### config.mk
export PLATFORM = sky130hd
export DESIGN_NAME = network_mac_accum_requant
export DESIGN_NICKNAME = d
export VERILOG_FILES = /design/src/rtl/network_mac_accum_requant.sv
export SDC_FILE = /design/constraint.sdc
export NUM_CORES = 1
export LEC_CHECK = 0
export CORE_ASPECT_RATIO = 0.7
export CORE_MARGIN = 2
export CORE_UTILIZATION = 30
export CTS_CLUSTER_SIZE = 12
export DETAILED_ROUTE_END_ITERATION = 16
export GPL_TIMING_DRIVEN = 0
export HOLD_SLACK_MARGIN = 0.15
export MAX_ROUTING_LAYER = met4
export PLACE_DENSITY = 0.53
export SLEW_MARGIN = 40
export SYNTH_ARGS = -nofsm -noshare
export SYNTH_HDL_FRONTEND = slang
export SYNTH_SLANG_ARGS = --single-unit
### constraint.sdc
create_clock -name clk -period 4.7 [get_ports clk]
set_input_delay 0.47 -clock clk [delete_from_list [all_inputs] [get_ports clk]]
set_output_delay 0.47 -clock clk [all_outputs]
set_load 0.005 [all_outputs]
### src/rtl/network_mac_accum_requant.sv
`default_nettype none
// ============================================================================
//  Module      : network_mac_accum_requant
//  Description : Window accumulator for a conv layer. It sums signed products
//                over one window, rounds back to activation scale, adds the
//                channel bias, then saturates and applies an optional ReLU.
//  Revision    : 1.0  initial release
// ============================================================================
module network_mac_accum_requant #(
   parameter int PROD_WIDTH = 29,
   parameter int ACC_WIDTH  = 40,
   parameter int OUT_WIDTH  = 16,
   parameter int FRAC_SHIFT = 12,
   parameter int RELU_EN    = 1
) (
   input  logic                  clk,
   input  logic                  reset,
   input  logic [PROD_WIDTH-1:0] prod_in,
   input  logic                  prod_valid,
   input  logic                  prod_last,
   input  logic [OUT_WIDTH-1:0]  bias_in,
   output logic                  in_ready,
   output logic [OUT_WIDTH-1:0]  out_data,
   output logic                  out_valid,
   input  logic                  out_ready,
   output logic [15:0]           beat_cnt,
   output logic                  acc_ovf
);

   // Rounded value is one bit wider than the accumulator so the rounding add
   // cannot wrap. The biased value adds one more bit for the bias add.
   localparam int c_RW = ACC_WIDTH + 1;
   localparam int c_VW = ACC_WIDTH + 2;
   localparam logic [c_RW-1:0]        c_HALF     = c_RW'(2**(FRAC_SHIFT-1));
   localparam logic signed [c_VW-1:0] c_SAT_MAX  = c_VW'(2**(OUT_WIDTH-1) - 1);
   localparam logic signed [c_VW-1:0] c_SAT_MIN  = c_VW'(-(2**(OUT_WIDTH-1)));

   typedef enum logic [0:0] {
      S_IDLE  = 1'b0,
      S_ACCUM = 1'b1
   } state_t;

   state_t                  r_state;
   state_t                  w_state_nxt;

   logic                    w_en;
   logic                    w_accept;
   logic [ACC_WIDTH-1:0]    w_prod_ext;
   logic [ACC_WIDTH-1:0]    w_acc_sum;
   logic [ACC_WIDTH-1:0]    w_sum;
   logic                    w_ovf;

   logic [ACC_WIDTH-1:0]    r_acc;
   logic [15:0]             r_beat_cnt;
   logic                    r_acc_ovf;

   // Stage A output: window sum and its bias
   logic                    r_a_valid;
   logic [ACC_WIDTH-1:0]    r_a_sum;
   logic [OUT_WIDTH-1:0]    r_a_bias;
   // Stage B output: sum with rounding constant added
   logic                    r_b_valid;
   logic [c_RW-1:0]         r_b_rnd;
   logic [OUT_WIDTH-1:0]    r_b_bias;
   // Stage C output: rounded value plus bias, before clipping
   logic                    r_c_valid;
   logic [c_VW-1:0]         r_c_v;

   logic signed [c_RW-1:0]  w_b_shift;
   logic [OUT_WIDTH-1:0]    w_sat;
   logic [OUT_WIDTH-1:0]    w_clip;

   logic                    r_out_valid;
   logic [OUT_WIDTH-1:0]    r_out_data;

   // A single advance enable stalls every stage together.
   assign w_en       = !r_out_valid || out_ready;
   assign w_accept   = prod_valid && w_en;

   assign w_prod_ext = {{(ACC_WIDTH-PROD_WIDTH){prod_in[PROD_WIDTH-1]}}, prod_in};
   assign w_acc_sum  = r_acc + w_prod_ext;
   assign w_sum      = (r_state == S_IDLE) ? w_prod_ext : w_acc_sum;
   // Signed overflow only exists when adding to a running sum.
   assign w_ovf      = (r_state == S_ACCUM) &&
                       (r_acc[ACC_WIDTH-1] == w_prod_ext[ACC_WIDTH-1]) &&
                       (w_acc_sum[ACC_WIDTH-1] != r_acc[ACC_WIDTH-1]);

   // State register of the window-framing FSM.
   always_ff @(posedge clk) begin
      if (reset) begin
         r_state <= S_IDLE;
      end else begin
         r_state <= w_state_nxt;
      end
   end

   // Next state: any accepted beat either closes the window or keeps it open.
   always_comb begin
      w_state_nxt = r_state;
      if (w_accept) begin
         w_state_nxt = prod_last ? S_IDLE : S_ACCUM;
      end
   end

   // Running accumulator, beat counter and sticky overflow flag.
   always_ff @(posedge clk) begin
      if (reset) begin
         r_acc      <= '0;
         r_beat_cnt <= '0;
         r_acc_ovf  <= 1'b0;
      end else if (w_accept) begin
         if (prod_last) begin
            r_acc      <= '0;
            r_beat_cnt <= '0;
         end else if (r_state == S_IDLE) begin
            r_acc      <= w_prod_ext;
            r_beat_cnt <= 16'd1;
         end else begin
            r_acc <= w_acc_sum;
            if (r_beat_cnt != 16'hFFFF) begin
               r_beat_cnt <= r_beat_cnt + 16'd1;
            end
         end
         if (w_ovf) begin
            r_acc_ovf <= 1'b1;
         end
      end
   end

   // Arithmetic shift of the rounded sum: round half up to activation scale.
   assign w_b_shift = $signed(r_b_rnd) >>> FRAC_SHIFT;

   // Clamp the biased value to the signed output range.
   always_comb begin
      w_sat = r_c_v[OUT_WIDTH-1:0];
      if ($signed(r_c_v) > c_SAT_MAX) begin
         w_sat = c_SAT_MAX[OUT_WIDTH-1:0];
      end else if ($signed(r_c_v) < c_SAT_MIN) begin
         w_sat = c_SAT_MIN[OUT_WIDTH-1:0];
      end
   end

   generate
      if (RELU_EN != 0) begin : g_relu
         // Negative activations become zero.
         always_comb begin
            w_clip = w_sat;
            if (w_sat[OUT_WIDTH-1]) begin
               w_clip = '0;
            end
         end
      end else begin : g_no_relu
         // Signed result passes through unchanged.
         always_comb begin
            w_clip = w_sat;
         end
      end
   endgenerate

   // Requantization pipeline: sum -> round -> bias -> clip, all held on stall.
   always_ff @(posedge clk) begin
      if (reset) begin
         r_a_valid   <= 1'b0;
         r_a_sum     <= '0;
         r_a_bias    <= '0;
         r_b_valid   <= 1'b0;
         r_b_rnd     <= '0;
         r_b_bias    <= '0;
         r_c_valid   <= 1'b0;
         r_c_v       <= '0;
         r_out_valid <= 1'b0;
         r_out_data  <= '0;
      end else if (w_en) begin
         r_a_valid   <= prod_valid && prod_last;
         r_a_sum     <= w_sum;
         r_a_bias    <= bias_in;
         r_b_valid   <= r_a_valid;
         r_b_rnd     <= {r_a_sum[ACC_WIDTH-1], r_a_sum} + c_HALF;
         r_b_bias    <= r_a_bias;
         r_c_valid   <= r_b_valid;
         r_c_v       <= {w_b_shift[c_RW-1], w_b_shift} +
                        {{(c_VW-OUT_WIDTH){r_b_bias[OUT_WIDTH-1]}}, r_b_bias};
         r_out_valid <= r_c_valid;
         if (r_c_valid) begin
            r_out_data <= w_clip;
         end
      end
   end

   assign in_ready  = w_en;
   assign out_data  = r_out_data;
   assign out_valid = r_out_valid;
   assign beat_cnt  = r_beat_cnt;
   assign acc_ovf   = r_acc_ovf;

endmodule
`default_nettype wire

==> impl_metrics.env <==
export IMPL_worstPathRequired_ps=4230
export IMPL_std_cell_rows=59
export IMPL_avgSynthCellArea_um2=8.00
export IMPL_critPathCaptureType="primary output"
export IMPL_worst_ir_drop_vdd_mv=0.190
export IMPL_layout_drive_gt1_share=0.0411
export IMPL_synth_area_leader_cell="dfxtp_1"
export IMPL_ys_ff_latch=197
export IMPL_synth_compound_area_frac=0.243
export IMPL_synth_ff_type="dfxtp_1"
export IMPL_num_fill_cells=3913
export IMPL_post_cts_resized=0
export IMPL_slew_violations=0
export IMPL_r2r_start="r_acc[0]"
export IMPL_drtPass1Iterations=5
export IMPL_clkSlewWorstSetupHoldPaths_ps=70
export IMPL_drtIter0Drc=770
export IMPL_placedCellCount=1966
export IMPL_ff2ff_setup_slack_ps=980
export IMPL_synth_edf_count=0
export IMPL_muxShareOfSynthArea=0.0229
export IMPL_worstReg2RegEnd="r_a_sum[32]"
export IMPL_start_util=0.303
export IMPL_whs_endpoint="r_a_bias[2]"
export IMPL_antenna_cells=0
export IMPL_skew_ps=15.8
export IMPL_outcome="completed"
export IMPL_postRouteAntennaNets=0
export IMPL_max_cap_viol_count=0
export IMPL_cp_arrival_ps=3480
export IMPL_finalSetupViolCount=0
export IMPL_port_buffer_count=82
export IMPL_worstMarginPinSlew_ps=861
export IMPL_die_area_um2=38800
export IMPL_fin_crit_ps=3950
export IMPL_yosys_area_share_xor_xnor=0.0675
export IMPL_postCtsSetupBuffers=0
export IMPL_power_w=0.00391
export IMPL_nNetsFinal=1619
export IMPL_grt_overflow=0
export IMPL_antenna_found_initial=0
export IMPL_synth_fp_nets=1518
export IMPL_clk_path_buf_depth=2
export IMPL_cts_buffers=17
export IMPL_dp_hpwl_mm=27.0
export IMPL_hold_path_class="flip-flop to flip-flop"
export IMPL_synth_top_area_share=0.353
export IMPL_grt_pass1_vias=9676
export IMPL_max_clock_freq_ghz=0.253
export IMPL_wl_mm=34.7
export IMPL_cts_tree="yes"
export IMPL_wire_per_inst_um=17.4
export IMPL_fp_dieH_um=165
export IMPL_yosysWarningCount=0
export IMPL_synth_top_family_by_area="compound AO/OA/AOI/OAI gates"
export IMPL_hold_path_cell_count=2
export IMPL_clock_latency_ps=440
export IMPL_clock_sinks=197
export IMPL_instances_no_fill=1997
export IMPL_cellLeakagePower_nw=5.13
export IMPL_grt_max_degree=18
export IMPL_gp_congestion=0.915
export IMPL_hold_buffers=0
export IMPL_synthSimpleGateAreaFrac=0.197
export IMPL_crit_fanout=10
export IMPL_post_route_period_util=0.841
export IMPL_netlist_instances=1396
export IMPL_synth_seq_area_share=0.353
export IMPL_die_width_um=235
export IMPL_hold_viol=0
export IMPL_synth_cell_types=69
export IMPL_synth_async_reset_ratio=0
export IMPL_crit_type="primary input to primary output"
export IMPL_powerDensity_nw_per_um2=297
export IMPL_h_tree_depth=4
export IMPL_area_delta_synth_final_pct=18.0
export IMPL_synth_area_leaders="dfxtp_1 35%, ha_1 7.8%, nand2_1 7.3%"
export IMPL_rsz0062_at_grt="false"
export IMPL_reg2reg_depth=13
export IMPL_dr_total_vias=10300
export IMPL_groute_usage_overall=0.187
export IMPL_synth_area_um2=11200
export IMPL_relSlewSlack=0.426
export IMPL_hold_path_startpoint="r_a_bias[2]"
export IMPL_startpoint_type="primary input"
export IMPL_core_um2=36900
export IMPL_ios=85
export IMPL_viasPerCell=5.16
export IMPL_cts_root_buf="clkbuf_16"
export IMPL_grt_pass1_wl_mm=54.7
export IMPL_post_route_drc_count=0
export IMPL_final_setup_tns_ps=0
export IMPL_synthAdderAreaFrac=0.0820
-- power breakdown --
group	internal [W]	switching, W
combinational	0.000251	0.000359
sequential	0.00175	0.0000648
clock	0.000771	0.000712
total	0.00278	0.00114
-- metal layers --
layer	share of wire	wire (um)	up-vias	global-route usage
met1	0.54	18900	4931	0.280
met3	0.031	1060	25	0.0258
li1	-	-	5190	-
met2	0.41	14300	159	0.263
met4	0.012	427	0	0.0409
met5	0	0	-	-
-- state kept, by name (all words and copies together) (netlist names) --
name	cells
r_acc	40
r_c_v	30
r_a_sum	29
r_b_rnd	29
beat_cnt	16
r_a_bias	16
r_b_bias	16
out_data	15
acc_ovf	1
out_valid	1
r_a_valid	1
r_b_valid	1
r_c_valid	1
r_state	1
-- worst max-delay path by stage --
stage,startpoint,to,slack (ps),cells past startpoint
2_1_floorplan,prod_in[0],r_a_sum[32],1830,13
3_3_place_gp,prod_in[0],r_a_sum[32],500,14
3_5_place_dp,prod_in[0],r_a_sum[32],440,14
4_1_cts,out_ready,in_ready,800,8
5_1_grt,prod_in[0],r_a_sum[32],570,14
6_report,out_ready,in_ready,750,8
-- stage by stage --
stage                     setup WS [ps]  cell area (um2)   util  hold WS [ps]
final                               746            13200  0.357           455
after global routing                575            13200  0.357           467
after CTS                           801            13200  0.357           458
after detailed placement            440            12600  0.341           448
after global placement              500            12600  0.341           441
after floorplan                    1830            11200      -           429
-- cell usage after synthesis (6+ instances only) --
library cell and number:
a311oi_1 8, mux2i_1 15, inv_1 23, nand3_1 30
mux2_2 8, clkbuf_1 71, nor2_1 147, a22o_1 6
nand2b_1 10, xor2_1 48, o21ai_0 68, a22oi_1 11
dfxtp_1 197, nor3_1 15, a21o_1 26, o211ai_1 8
or3_1 9, ha_1 70, a211oi_1 73, o21a_1 11
nand4_1 18, xnor2_1 38, nand2_1 216, a21oi_1 145
and2_1 8, nor2b_1 15, o21bai_1 9, and3_1 10
-- logic make-up after synthesis --
kind of cell,after synthesis
buffers and inverters,100
XOR/XNOR,86
multiplexers,24
AO/OA/AOI/OAI,418
AND/OR/NAND/NOR,498
other,1
adder cells (fa/ha/maj),72
flip-flops,197
-- area by class of cell --
class,instances,area (um2),area share
clock buffers,20,457,0.0347
clock inverters,11,115,0.00874
flip-flops and latches,197,3940,0.299
inverters,23,86.3,0.00655
multi-input cells,1099,6850,0.520
plain buffers,77,293,0.0222
well taps,488,611,0.0464
repair buffers,82,821,0.0623
-- worst max-delay path, stage by stage --
cell and delay [ps]:
clkdlybuf4s50_1 450, nor2b_1 40, clkbuf_1 270, inv_1 150
clkbuf_1 320, clkbuf_1 590, clkbuf_1 510, clkdlybuf4s50_1 660
-- cell usage in the layout, fill, tap and decap left out, types with 4 or more instances in the layout --
cell	instances
or3_1	9
a211oi_1	73
clkbuf_1	72
a21o_1	26
xor2_1	48
a22o_1	6
mux2i_1	15
a41oi_1	4
o21ai_1	5
nor2_1	146
nand3_1	30
a21oi_1	145
nand2_1	216
nand4_1	18
o21bai_1	9
clkbuf_16	17
buf_1	5
o21ai_0	68
xnor2_1	38
a311oi_1	8
inv_6	4
mux2_2	8
and2_1	8
nor3_1	15
a22oi_1	11
o211ai_1	8
clkdlybuf4s50_1	82
a31oi_1	5
and3_1	10
dfxtp_1	197
nor4_1	5
nor2b_1	15
o21a_1	11
ha_1	70
nand2b_1	10
inv_1	23
Power figures use the tool's default switching activity.
